## config.mk

```make
export PLATFORM = sky130hd
export DESIGN_NAME = ps2_scan_rx_flat
export DESIGN_NICKNAME = d
export VERILOG_FILES = /design/src/rtl/ps2_scan_rx_if.sv /design/src/rtl/ps2_scan_rx.sv /design/src/flat_wrapper.sv
export SDC_FILE = /design/constraint.sdc
export NUM_CORES = 1
export LEC_CHECK = 0
export ABC_AREA = 1
export CORE_AREA = 2 2 101 93
export CTS_CLUSTER_DIAMETER = 100
export DETAILED_ROUTE_END_ITERATION = 12
export DIE_AREA = 0 0 103 95
export PLACE_DENSITY_LB_ADDON = 0.3
export SYNTH_ARGS = -nofsm -noshare
export SYNTH_HDL_FRONTEND = slang
export SYNTH_SLANG_ARGS = --single-unit
```

## constraint.sdc

```tcl
create_clock -name clk -period 2.44 [get_ports clk]
set_input_delay 0.488 -clock clk [delete_from_list [all_inputs] [get_ports clk]]
set_output_delay 0.488 -clock clk [all_outputs]
set_load 0.02 [all_outputs]
```

## src/rtl/ps2_scan_rx_if.sv

```systemverilog
// ps2_scan_rx_if: event FIFO read port between the PS/2 receiver and its consumer
interface ps2_scan_rx_if #(
  parameter int FIFO_DEPTH = 4
);
  logic rd_en;
  logic ev_valid;
  logic [7:0] ev_code;
  logic ev_break;
  logic ev_ext;
  logic [$clog2(FIFO_DEPTH):0] fifo_count;
  modport master (input rd_en, output ev_valid, ev_code, ev_break, ev_ext, fifo_count);
  modport slave (output rd_en, input ev_valid, ev_code, ev_break, ev_ext, fifo_count);
endinterface

```

## src/rtl/ps2_scan_rx.sv

```systemverilog
// ps2_scan_rx: filtered PS/2 deframer with E0/F0 prefix folding into a fall-through event FIFO
module ps2_scan_rx #(
  parameter int FILTER_LEN = 8,
  parameter int FIFO_DEPTH = 4,
  parameter int TIMEOUT_CYC = 100000
) (
  input  logic clk,
  input  logic reset,
  input  logic ps2d,
  input  logic ps2c,
  input  logic rx_en,
  ps2_scan_rx_if.master ev,
  output logic rx_done_tick,
  output logic parity_err,
  output logic frame_err,
  output logic overflow
);
  localparam int AW = $clog2(FIFO_DEPTH);
  localparam int CW = AW + 1;
  localparam int TW = $clog2(TIMEOUT_CYC + 1);
  typedef enum logic [1:0] {IDLE, DATA, PARITY, STOP} state_t;
  state_t state, state_n;
  logic c_s1, c_s2, d_s1, d_s2, fclk, fclk_n, strobe;
  logic [FILTER_LEN-1:0] hist, hist_n;
  logic [TW-1:0] tcnt;
  logic [2:0] cnt, cnt_n;
  logic [7:0] sh, sh_n;
  logic par, par_n, good, perr, ferr;
  logic ext_pend, brk_pend, prefix, push, pop, full, wr;
  logic [9:0] mem [FIFO_DEPTH];
  logic [AW-1:0] wp, rp;
  logic [CW-1:0] count;
  always_ff @(posedge clk) begin
    if (reset) begin
      {c_s1, c_s2, d_s1, d_s2} <= 4'b1111;
      hist <= '1;
      fclk <= 1'b1;
      strobe <= 1'b0;
    end else begin
      c_s1 <= ps2c;
      c_s2 <= c_s1;
      d_s1 <= ps2d;
      d_s2 <= d_s1;
      hist <= hist_n;
      fclk <= fclk_n;
      strobe <= fclk & ~fclk_n;
    end
  end
  // filtered clock only moves when the whole sample window agrees
  always_comb begin
    hist_n = {hist[FILTER_LEN-2:0], c_s2};
    fclk_n = &hist_n ? 1'b1 : (~|hist_n ? 1'b0 : fclk);
  end
  always_ff @(posedge clk) begin
    if (reset) begin
      state <= IDLE;
      cnt <= '0;
      sh <= '0;
      par <= 1'b0;
      tcnt <= '0;
    end else begin
      state <= state_n;
      cnt <= cnt_n;
      sh <= sh_n;
      par <= par_n;
      tcnt <= (state == IDLE || strobe) ? '0 : tcnt + TW'(1);
    end
  end
  always_comb begin
    state_n = state;
    cnt_n = cnt;
    sh_n = sh;
    par_n = par;
    good = 1'b0;
    perr = 1'b0;
    ferr = 1'b0;
    if (state != IDLE && tcnt == TW'(TIMEOUT_CYC)) begin
      state_n = IDLE;
      ferr = 1'b1;
    end else if (strobe) begin
      case (state)
        IDLE: if (rx_en && !d_s2) begin
          state_n = DATA;
          cnt_n = '0;
        end
        DATA: begin
          sh_n = {d_s2, sh[7:1]};
          cnt_n = cnt + 3'd1;
          state_n = (cnt == 3'd7) ? PARITY : DATA;
        end
        PARITY: begin
          par_n = d_s2;
          state_n = STOP;
        end
        default: begin
          state_n = IDLE;
          ferr = !d_s2;
          perr = d_s2 && !(^{sh, par});
          good = d_s2 && (^{sh, par});
        end
      endcase
    end
  end
  assign prefix = (sh == 8'hE0) || (sh == 8'hF0);
  assign push = good && !prefix;
  assign full = count == CW'(FIFO_DEPTH);
  assign pop = ev.rd_en && count != '0;
  // when full, a simultaneous pop frees the head slot that wp already points at
  assign wr = push && (!full || pop);
  always_ff @(posedge clk) begin
    if (reset) begin
      {rx_done_tick, parity_err, frame_err, overflow} <= 4'b0;
      {ext_pend, brk_pend} <= 2'b00;
      wp <= '0;
      rp <= '0;
      count <= '0;
    end else begin
      rx_done_tick <= good;
      parity_err <= perr;
      frame_err <= ferr;
      overflow <= push && full && !pop;
      if (good && sh == 8'hE0) ext_pend <= 1'b1;
      else if (good && sh == 8'hF0) brk_pend <= 1'b1;
      else if (push || perr || ferr) {ext_pend, brk_pend} <= 2'b00;
      if (wr) wp <= wp + AW'(1);
      if (pop) rp <= rp + AW'(1);
      count <= count + CW'(wr) - CW'(pop);
    end
  end
  always_ff @(posedge clk) if (wr) mem[wp] <= {ext_pend, brk_pend, sh};
  assign ev.ev_valid = count != '0;
  assign ev.ev_code = ev.ev_valid ? mem[rp][7:0] : 8'h00;
  assign ev.ev_break = ev.ev_valid && mem[rp][8];
  assign ev.ev_ext = ev.ev_valid && mem[rp][9];
  assign ev.fifo_count = count;
endmodule

```

## src/flat_wrapper.sv

```systemverilog
// flat-port wrapper written by rule: the top's interface ports become plain ports
module ps2_scan_rx_flat 
#(
  parameter int FILTER_LEN = 8,
  parameter int FIFO_DEPTH = 4,
  parameter int TIMEOUT_CYC = 100000
)
  (clk, reset, ps2d, ps2c, rx_en, rx_done_tick, parity_err, frame_err, overflow, ev_rd_en, ev_ev_valid, ev_ev_code, ev_ev_break, ev_ev_ext, ev_fifo_count);
  ps2_scan_rx_if #(.FIFO_DEPTH(FIFO_DEPTH)) ev_i ();
  input  logic clk;
  input  logic reset;
  input  logic ps2d;
  input  logic ps2c;
  input  logic rx_en;
  output logic rx_done_tick;
  output logic parity_err;
  output logic frame_err;
  output logic overflow;
  input wire logic [$bits(ev_i.rd_en)-1:0] ev_rd_en;
  output wire logic [$bits(ev_i.ev_valid)-1:0] ev_ev_valid;
  output wire logic [$bits(ev_i.ev_code)-1:0] ev_ev_code;
  output wire logic [$bits(ev_i.ev_break)-1:0] ev_ev_break;
  output wire logic [$bits(ev_i.ev_ext)-1:0] ev_ev_ext;
  output wire logic [$bits(ev_i.fifo_count)-1:0] ev_fifo_count;
  assign ev_i.rd_en = ev_rd_en;
  assign ev_ev_valid = ev_i.ev_valid;
  assign ev_ev_code = ev_i.ev_code;
  assign ev_ev_break = ev_i.ev_break;
  assign ev_ev_ext = ev_i.ev_ext;
  assign ev_fifo_count = ev_i.fifo_count;
  ps2_scan_rx #(.FILTER_LEN(FILTER_LEN), .FIFO_DEPTH(FIFO_DEPTH), .TIMEOUT_CYC(TIMEOUT_CYC)) u_core (.clk(clk), .reset(reset), .ps2d(ps2d), .ps2c(ps2c), .rx_en(rx_en), .ev(ev_i), .rx_done_tick(rx_done_tick), .parity_err(parity_err), .frame_err(frame_err), .overflow(overflow));
endmodule
```

==> impl_metrics.env, run 1 <==
export IMPL_status="finished clean"
export IMPL_post_route_period_util_pct=90.2
export IMPL_met2_usage_pct=29.2
export IMPL_rsz0062_at_grt="false"
export IMPL_r2r_end="u_core.ev.fifo_count[2]"
export IMPL_synth_ff_type="dfxtp_1"
export IMPL_ioPinCount=24
export IMPL_hpwl_um=5450
export IMPL_clkPwrFrac_pct=30.6
export IMPL_final_nets=540
export IMPL_crit_path_start_kind="flip-flop"
export IMPL_root_buffer="clkbuf_8"
export IMPL_antenna_left=0
export IMPL_dpl_cell_area_sq_um=4690
export IMPL_synthArstFlopShare_pct=0
export IMPL_post_route_cell_area_sq_um=4940
export IMPL_fillCellCount=794
export IMPL_overflow=0
export IMPL_avgSynthCellArea_sq_um=8.79
export IMPL_leakage_nw=2.08
export IMPL_antenna_found_initial=0
export IMPL_min_path_cells=1
export IMPL_netlist_instances=484
export IMPL_synthAdderAreaFrac_pct=3.41
export IMPL_clk_latency_ps=360
export IMPL_final_cells=650
export IMPL_tns_ps=0
export IMPL_ys_types=35
export IMPL_start_util_pct=48.2
export IMPL_grt_max_degree=19
export IMPL_clock_skew_ps=6.95
export IMPL_cap_violations=0
export IMPL_final_layout_size_suffix_gt1_share_pct=11.9
export IMPL_synth_top_area_share_pct=28.2
export IMPL_arrival_ps=2490
export IMPL_portBuffers=23
export IMPL_pre_cts_slack_ps=75.4
export IMPL_grt_usage_pct=17.2
export IMPL_grtUsageMet1_pct=20.3
export IMPL_ir_worst_vdd_mv=0.495
export IMPL_synth_compound_area_share_pct=10.6
export IMPL_synth_edf_count=40
export IMPL_worstSetupPathType="reg2reg"
export IMPL_dr_total_vias=3112
export IMPL_clk_pin_slew_ps=90
export IMPL_grt_busiest_layer="met2"
export IMPL_worst_pin_slew_ps=402
export IMPL_ys_ff_latch=99
export IMPL_critPathMaxStageDelay_ps=390
export IMPL_finalSetupViolCount=0
export IMPL_worst_slack_ps=240
export IMPL_gr_usage_met3_pct=6.07
export IMPL_p_int_mw=2.66
export IMPL_p_sw_share_pct=28.7
export IMPL_drtIter0Drc=125
export IMPL_diodes=0
export IMPL_grt_pass1_wl_um=12800
export IMPL_wl_per_cell_um=11.7
export IMPL_timing_rr_start="u_core.tcnt[0]"
export IMPL_synth_top_family_by_area="simple AND/OR/NAND/NOR gates"
export IMPL_power_frac_seq_pct=48.7
export IMPL_holdPathEnd="u_core.d_s2"
export IMPL_cpMaxStageDelayCell="dfxtp_1"
export IMPL_die_y_um=95
export IMPL_ctsHoldBuffers=0
export IMPL_synthTopCellsByArea="edfxtp_1 28%, dfxtp_1 28%, nand2_1 7.1%"
export IMPL_yosysMostFrequentCell="nand2_1"
export IMPL_crit_buf_inv=4
export IMPL_slew_headroom_pct=72.9
export IMPL_cellPowerDensity_nw_per_um2=756
export IMPL_synth_simple_area_share_pct=22.1
export IMPL_floorplan_rows=33
export IMPL_synthesis_area_sq_um=4260
export IMPL_rrSetupSlack_ps=240
export IMPL_dr_pass1_iters=5
export IMPL_power_switching_mw=1.07
export IMPL_synth_xor_area_share_pct=0.412
export IMPL_critPathRequiredTime_ps=2730
export IMPL_reg2reg_depth=15
export IMPL_comb_power_share_pct=20.7
export IMPL_yosys_warnings=0
export IMPL_synth_seq_area_share_pct=56.0
export IMPL_grt_pass1_vias=2884
export IMPL_drc=0
export IMPL_areaGrowthSynthToFinish_pct=16.1
export IMPL_clockBufferDepth=2
export IMPL_clock_sinks=99
export IMPL_synth_mux_area_share_pct=0
export IMPL_path_cells="inv_1 > ha_1 > nand2_1 > nor3_1 > nand3_2 > nand2_4 > nor2_4 > nand3_2 > inv_1 > ha_1 > inv_1 > fa_1 > inv_1 > o21ai_0 > a21oi_1"
export IMPL_crit_top_cell="inv_1"
export IMPL_synthesis_nets=501
export IMPL_min_path_type="reg2reg"
export IMPL_post_route_min_period_ps=2200
export IMPL_dieArea_sq_um=9790
export IMPL_yosysTopAreaCell="edfxtp_1"
export IMPL_die_x_um=103
export IMPL_numCtsBuffers=9
export IMPL_cts_tree="yes"
export IMPL_htree_levels=3
export IMPL_maxSlewViolCount=0
export IMPL_finalHoldViolCount=0
export IMPL_avgViaCountPerCell=4.79
export IMPL_cp_top_family="adder cells"
export IMPL_min_from="u_core.d_s1"
export IMPL_critPathMaxFanout=6
export IMPL_gp_congestion=0.779
export IMPL_wirelength_um=7590
export IMPL_place_inst=633
export IMPL_fmax_mhz=455
export IMPL_cp_end_kind="flip-flop"
export IMPL_synth_commonest_cells="80 x nand2_1, 75 x nor2_1, 65 x inv_1"
export IMPL_core_sq_um=8840
[through the flow]
step | hold WS, ps | util, % | power [mW]
2_1_floorplan | 389 | - | 2.32
3_3_place_gp | 392 | 53.0 | 2.62
3_5_place_dp | 393 | 53.0 | 2.64
4_1_cts | 416 | 55.7 | 3.79
5_1_grt | 431 | 55.9 | 3.95
6_report | 415 | 55.9 | 3.74
[state kept, by name (all words and copies together) (netlist names), 2 cells and up, named ones only]
register and flops:
u_core.mem 40, u_core.state 2, u_core.ev.fifo_count 3, u_core.hist 7, u_core.rp 2, u_core.cnt 3, u_core.tcnt 17, u_core.sh 8
u_core.wp 2
[layout by cell type (no fill, tap or decap), types with 2 or more instances in the layout]
master	instances
dfxtp_2	7
clkdlybuf4s50_1	13
nand3_2	3
dlygate4sd2_1	6
inv_1	64
nand3_1	11
bufinv_16	2
nor2_1	75
nand2_1	80
or2_2	5
edfxtp_1	40
ha_1	10
nor3_1	7
nor2_4	2
o21ai_0	43
buf_4	14
nor3_2	3
dfxtp_1	51
clkbuf_8	9
clkinvlp_4	3
dlymetal6s2s_1	4
nand4_1	7
a21oi_1	39
o21a_1	3
nor4_1	6
[logic make-up (layout without fill, tap and decap cells)]
family | count (synthesis) | in the layout
AOI/OAI and AO/OA | 87 | 87
DFF | 99 | 99
and+or+nand+nor | 206 | 206
xor gates and xnor gates | 2 | 2
buffers and inverters | 79 | 123
adders and majority gates | 11 | 11
[how the worst max path moves through the flow]
stage,from,to,slack (ps),depth (start not counted)
after floorplan,u_core.ev.fifo_count[1],u_core.ev.fifo_count[2],380,12
after global placement,ev_rd_en,u_core.ev.fifo_count[1],140,9
after detailed placement,ev_rd_en,u_core.ev.fifo_count[1],80,9
after CTS,flip-flop,ev_ev_code[6],6,6
after global routing,u_core.sh[2],u_core.ev.fifo_count[2],7,17
final,u_core.tcnt[0],u_core.ev.fifo_count[2],240,15
[repair_timing]
item | in CTS | in global routing
setup endpoints to repair | 10 | 5
resized for setup | 12 | 11
pin swaps | 0 | 0
setup buffers | 0 | 0
gates cloned | 1 | 0
hold endpoints to repair | 0 | 0
[final cells by class]
type                    instances  area [sq um]  area share (%)
repair inverters                1          7.51           0.152
clock buffers                  10           128            2.58
repair buffers                 37           338            6.83
clock inverters                 6          96.3            1.95
flip-flops and latches         99          2390            48.4
well taps                     122           153            3.09
multi-input cells             306          1560            31.6
inverters                      69           267            5.39
[metal layers]
metal	part of all wire (%)	vias up
met5	0	-
met4	1.1	0
met3	2.7	9
met2	49	39
met1	47	1409
li1	-	1655
[power by group through the flow]
stage	Sequential, mW	Combinational [mW]	Clock [mW]
2_1_floorplan	1.85	0.467	0
3_3_place_gp	1.84	0.774	0
3_5_place_dp	1.84	0.792	0
4_1_cts	1.82	0.784	1.18
5_1_grt	1.83	0.865	1.25
6_report	1.82	0.773	1.14
Power figures use the tool's default switching activity.
==> run 2: changes to the inputs <==
--- a/config.mk
+++ b/config.mk
@@ -10,6 +10,7 @@
 export CTS_CLUSTER_DIAMETER = 100
 export DETAILED_ROUTE_END_ITERATION = 12
 export DIE_AREA = 0 0 103 95
+export HOLD_SLACK_MARGIN = 0.12
 export PLACE_DENSITY_LB_ADDON = 0.3
 export SYNTH_ARGS = -nofsm -noshare
 export SYNTH_HDL_FRONTEND = slang
==> results of run 2 <==
Final layout, timing and power as in run 1 (identical DEF).
==> run 3: changes to the inputs <==
--- a/config.mk
+++ b/config.mk
@@ -12,6 +12,7 @@
 export DIE_AREA = 0 0 103 95
 export HOLD_SLACK_MARGIN = 0.12
 export PLACE_DENSITY_LB_ADDON = 0.3
+export RECOVER_POWER = 50
 export SYNTH_ARGS = -nofsm -noshare
 export SYNTH_HDL_FRONTEND = slang
 export SYNTH_SLANG_ARGS = --single-unit
==> impl_metrics.env, run 3 (same netlist as run 1, synthesis figures left out) <==
export IMPL_final_layout_size_suffix_gt1_share_pct=11.0
export IMPL_final_common_cell="nand2_1"
export IMPL_antenna_found_initial=0
export IMPL_critPathMaxFanout=6
export IMPL_leakage_nw=2.07
export IMPL_critPathMaxStageDelay_ps=390
export IMPL_drc=0
export IMPL_power_frac_seq_pct=48.7
export IMPL_critPathRequiredTime_ps=2740
export IMPL_numCtsBuffers=9
export IMPL_wirelength_um=7580
export IMPL_grt_pass1_vias=2884
export IMPL_comb_power_share_pct=20.6
export IMPL_clock_skew_ps=7.19
export IMPL_largest_reg_flops=40
export IMPL_post_route_cell_area_sq_um=4920
export IMPL_diodes=0
export IMPL_cts_tree="yes"
export IMPL_dr_total_vias=3123
export IMPL_dpl_cell_area_sq_um=4690
export IMPL_portBuffers=23
export IMPL_worstSetupPathType="reg2reg"
export IMPL_antenna_left=0
export IMPL_dr_pass1_iters=4
export IMPL_cp_end_kind="flip-flop"
export IMPL_gp_congestion=0.779
export IMPL_p_sw_share_pct=28.8
export IMPL_path_cells="inv_1 > ha_1 > nand2_1 > nor3_1 > nand3_2 > nand2_4 > nor2_4 > nand3_2 > inv_1 > ha_1 > inv_1 > fa_1 > inv_1 > o21ai_0 > a21oi_1"
export IMPL_clock_sinks=99
export IMPL_clkPwrFrac_pct=30.7
export IMPL_top_register="u_core.mem"
export IMPL_areaGrowthSynthToFinish_pct=15.5
export IMPL_avgViaCountPerCell=4.80
export IMPL_holdPathEnd="u_core.d_s2"
export IMPL_final_nets=540
export IMPL_ioPinCount=24
export IMPL_start_util_pct=48.2
export IMPL_final_cell_mix="80 x nand2_1, 75 x nor2_1, 64 x inv_1"
export IMPL_finalHoldViolCount=0
export IMPL_rrSetupSlack_ps=250
export IMPL_min_path_cells=1
export IMPL_ctsHoldBuffers=0
export IMPL_r2r_end="u_core.ev.fifo_count[2]"
export IMPL_grt_max_degree=19
export IMPL_root_buffer="clkbuf_8"
export IMPL_finalSetupViolCount=0
export IMPL_largest_registers="u_core.mem (40), u_core.tcnt (17), u_core.sh (8)"
export IMPL_slew_headroom_pct=64.6
export IMPL_grt_pass1_wl_um=12800
export IMPL_cpMaxStageDelayCell="dfxtp_1"
export IMPL_crit_path_start_kind="flip-flop"
export IMPL_clockBufferDepth=2
export IMPL_tns_ps=0
export IMPL_ir_worst_vdd_mv=0.495
export IMPL_min_from="u_core.d_s1"
export IMPL_wl_per_cell_um=11.7
export IMPL_dieArea_sq_um=9790
export IMPL_grt_usage_pct=17.2
export IMPL_reg2reg_depth=15
export IMPL_post_route_min_period_ps=2190
export IMPL_worst_pin_slew_ps=531
export IMPL_die_y_um=95
export IMPL_core_sq_um=8840
export IMPL_maxSlewViolCount=0
export IMPL_overflow=0
export IMPL_cellPowerDensity_nw_per_um2=760
export IMPL_status="finished clean"
export IMPL_die_x_um=103
export IMPL_hpwl_um=5450
export IMPL_drtIter0Drc=126
export IMPL_clk_pin_slew_ps=90
export IMPL_fmax_mhz=456
export IMPL_power_switching_mw=1.08
export IMPL_rsz0062_at_grt="false"
export IMPL_clk_latency_ps=360
export IMPL_timing_rr_start="u_core.tcnt[0]"
export IMPL_cap_violations=0
export IMPL_min_path_type="reg2reg"
export IMPL_floorplan_rows=33
export IMPL_htree_levels=3
export IMPL_p_int_mw=2.66
export IMPL_arrival_ps=2490
export IMPL_cts_setup_buffers=0
export IMPL_crit_top_cell="inv_1"
export IMPL_post_route_period_util_pct=89.9
-- run 3: worst max-delay path by stage --
stage | start | endpoint | depth (start not counted)
after floorplan | u_core.ev.fifo_count[1] | u_core.ev.fifo_count[2] | 12
after global placement | ev_rd_en | u_core.ev.fifo_count[1] | 9
after global routing | u_core.sh[2] | u_core.ev.fifo_count[2] | 17
after CTS | flip-flop | ev_ev_code[6] | 6
after detailed placement | ev_rd_en | u_core.ev.fifo_count[1] | 9
final | u_core.tcnt[0] | u_core.ev.fifo_count[2] | 15
-- run 3: power by group through the flow --
| stage | combinational, mW | sequential, mW | clock, mW |
|---|---|---|---|
| 2_1_floorplan | 0.467 | 1.85 | 0 |
| 3_3_place_gp | 0.774 | 1.84 | 0 |
| 3_5_place_dp | 0.792 | 1.84 | 0 |
| 4_1_cts | 0.784 | 1.82 | 1.18 |
| 5_1_grt | 0.862 | 1.83 | 1.25 |
| 6_report | 0.770 | 1.82 | 1.15 |
-- run 3: cell type report --
class | count | area [sq um]
Timing Repair Buffer | 37 | 327
Clock inverter | 6 | 96.3
Fill cell | 801 | 3920
Sequential cell | 99 | 2390
Multi-Input combinational cell | 306 | 1550
Clock buffer | 10 | 128
Inverter | 69 | 267
Timing Repair inverter | 1 | 7.51
Tap cell | 122 | 153
-- run 3: what timing repair did --
action | CTS | global route
gates cloned | 1 | 0
gates resized for setup | 12 | 11
hold endpoints to repair | 0 | 0
endpoints found under the setup margin | 10 | 5
-- run 3: worst max-delay path: cells and delay by family, from the launching register on --
kind	cells	cell delay, ps
DFF	1	390
buffers and inverters	4	250
adders and majority gates	3	680
and+or+nand+nor	6	620
AOI/OAI and AO/OA	2	200
-- run 3: layer usage --
layer / vias up / GRT usage (%) / wire length [um]
li1: 1655 / - / -
met1: 1412 / 20.3 / 3560
met2: 47 / 29.2 / 3720
met3: 9 / 6.07 / 225
met4: 0 / 5.26 / 84
met5: - / 0 / 0
-- run 3: metrics by stage --
stage	cells	hold slack (ps)	power, mW	setup WS, ps	utilization [%]
after floorplan	484	389	2.32	381	-
after global placement	633	392	2.62	136	53.0
after detailed placement	633	393	2.64	75.4	53.0
after CTS	650	416	3.79	6.41	55.7
after global routing	650	431	3.95	7.90	55.7
final	650	415	3.74	247	55.7
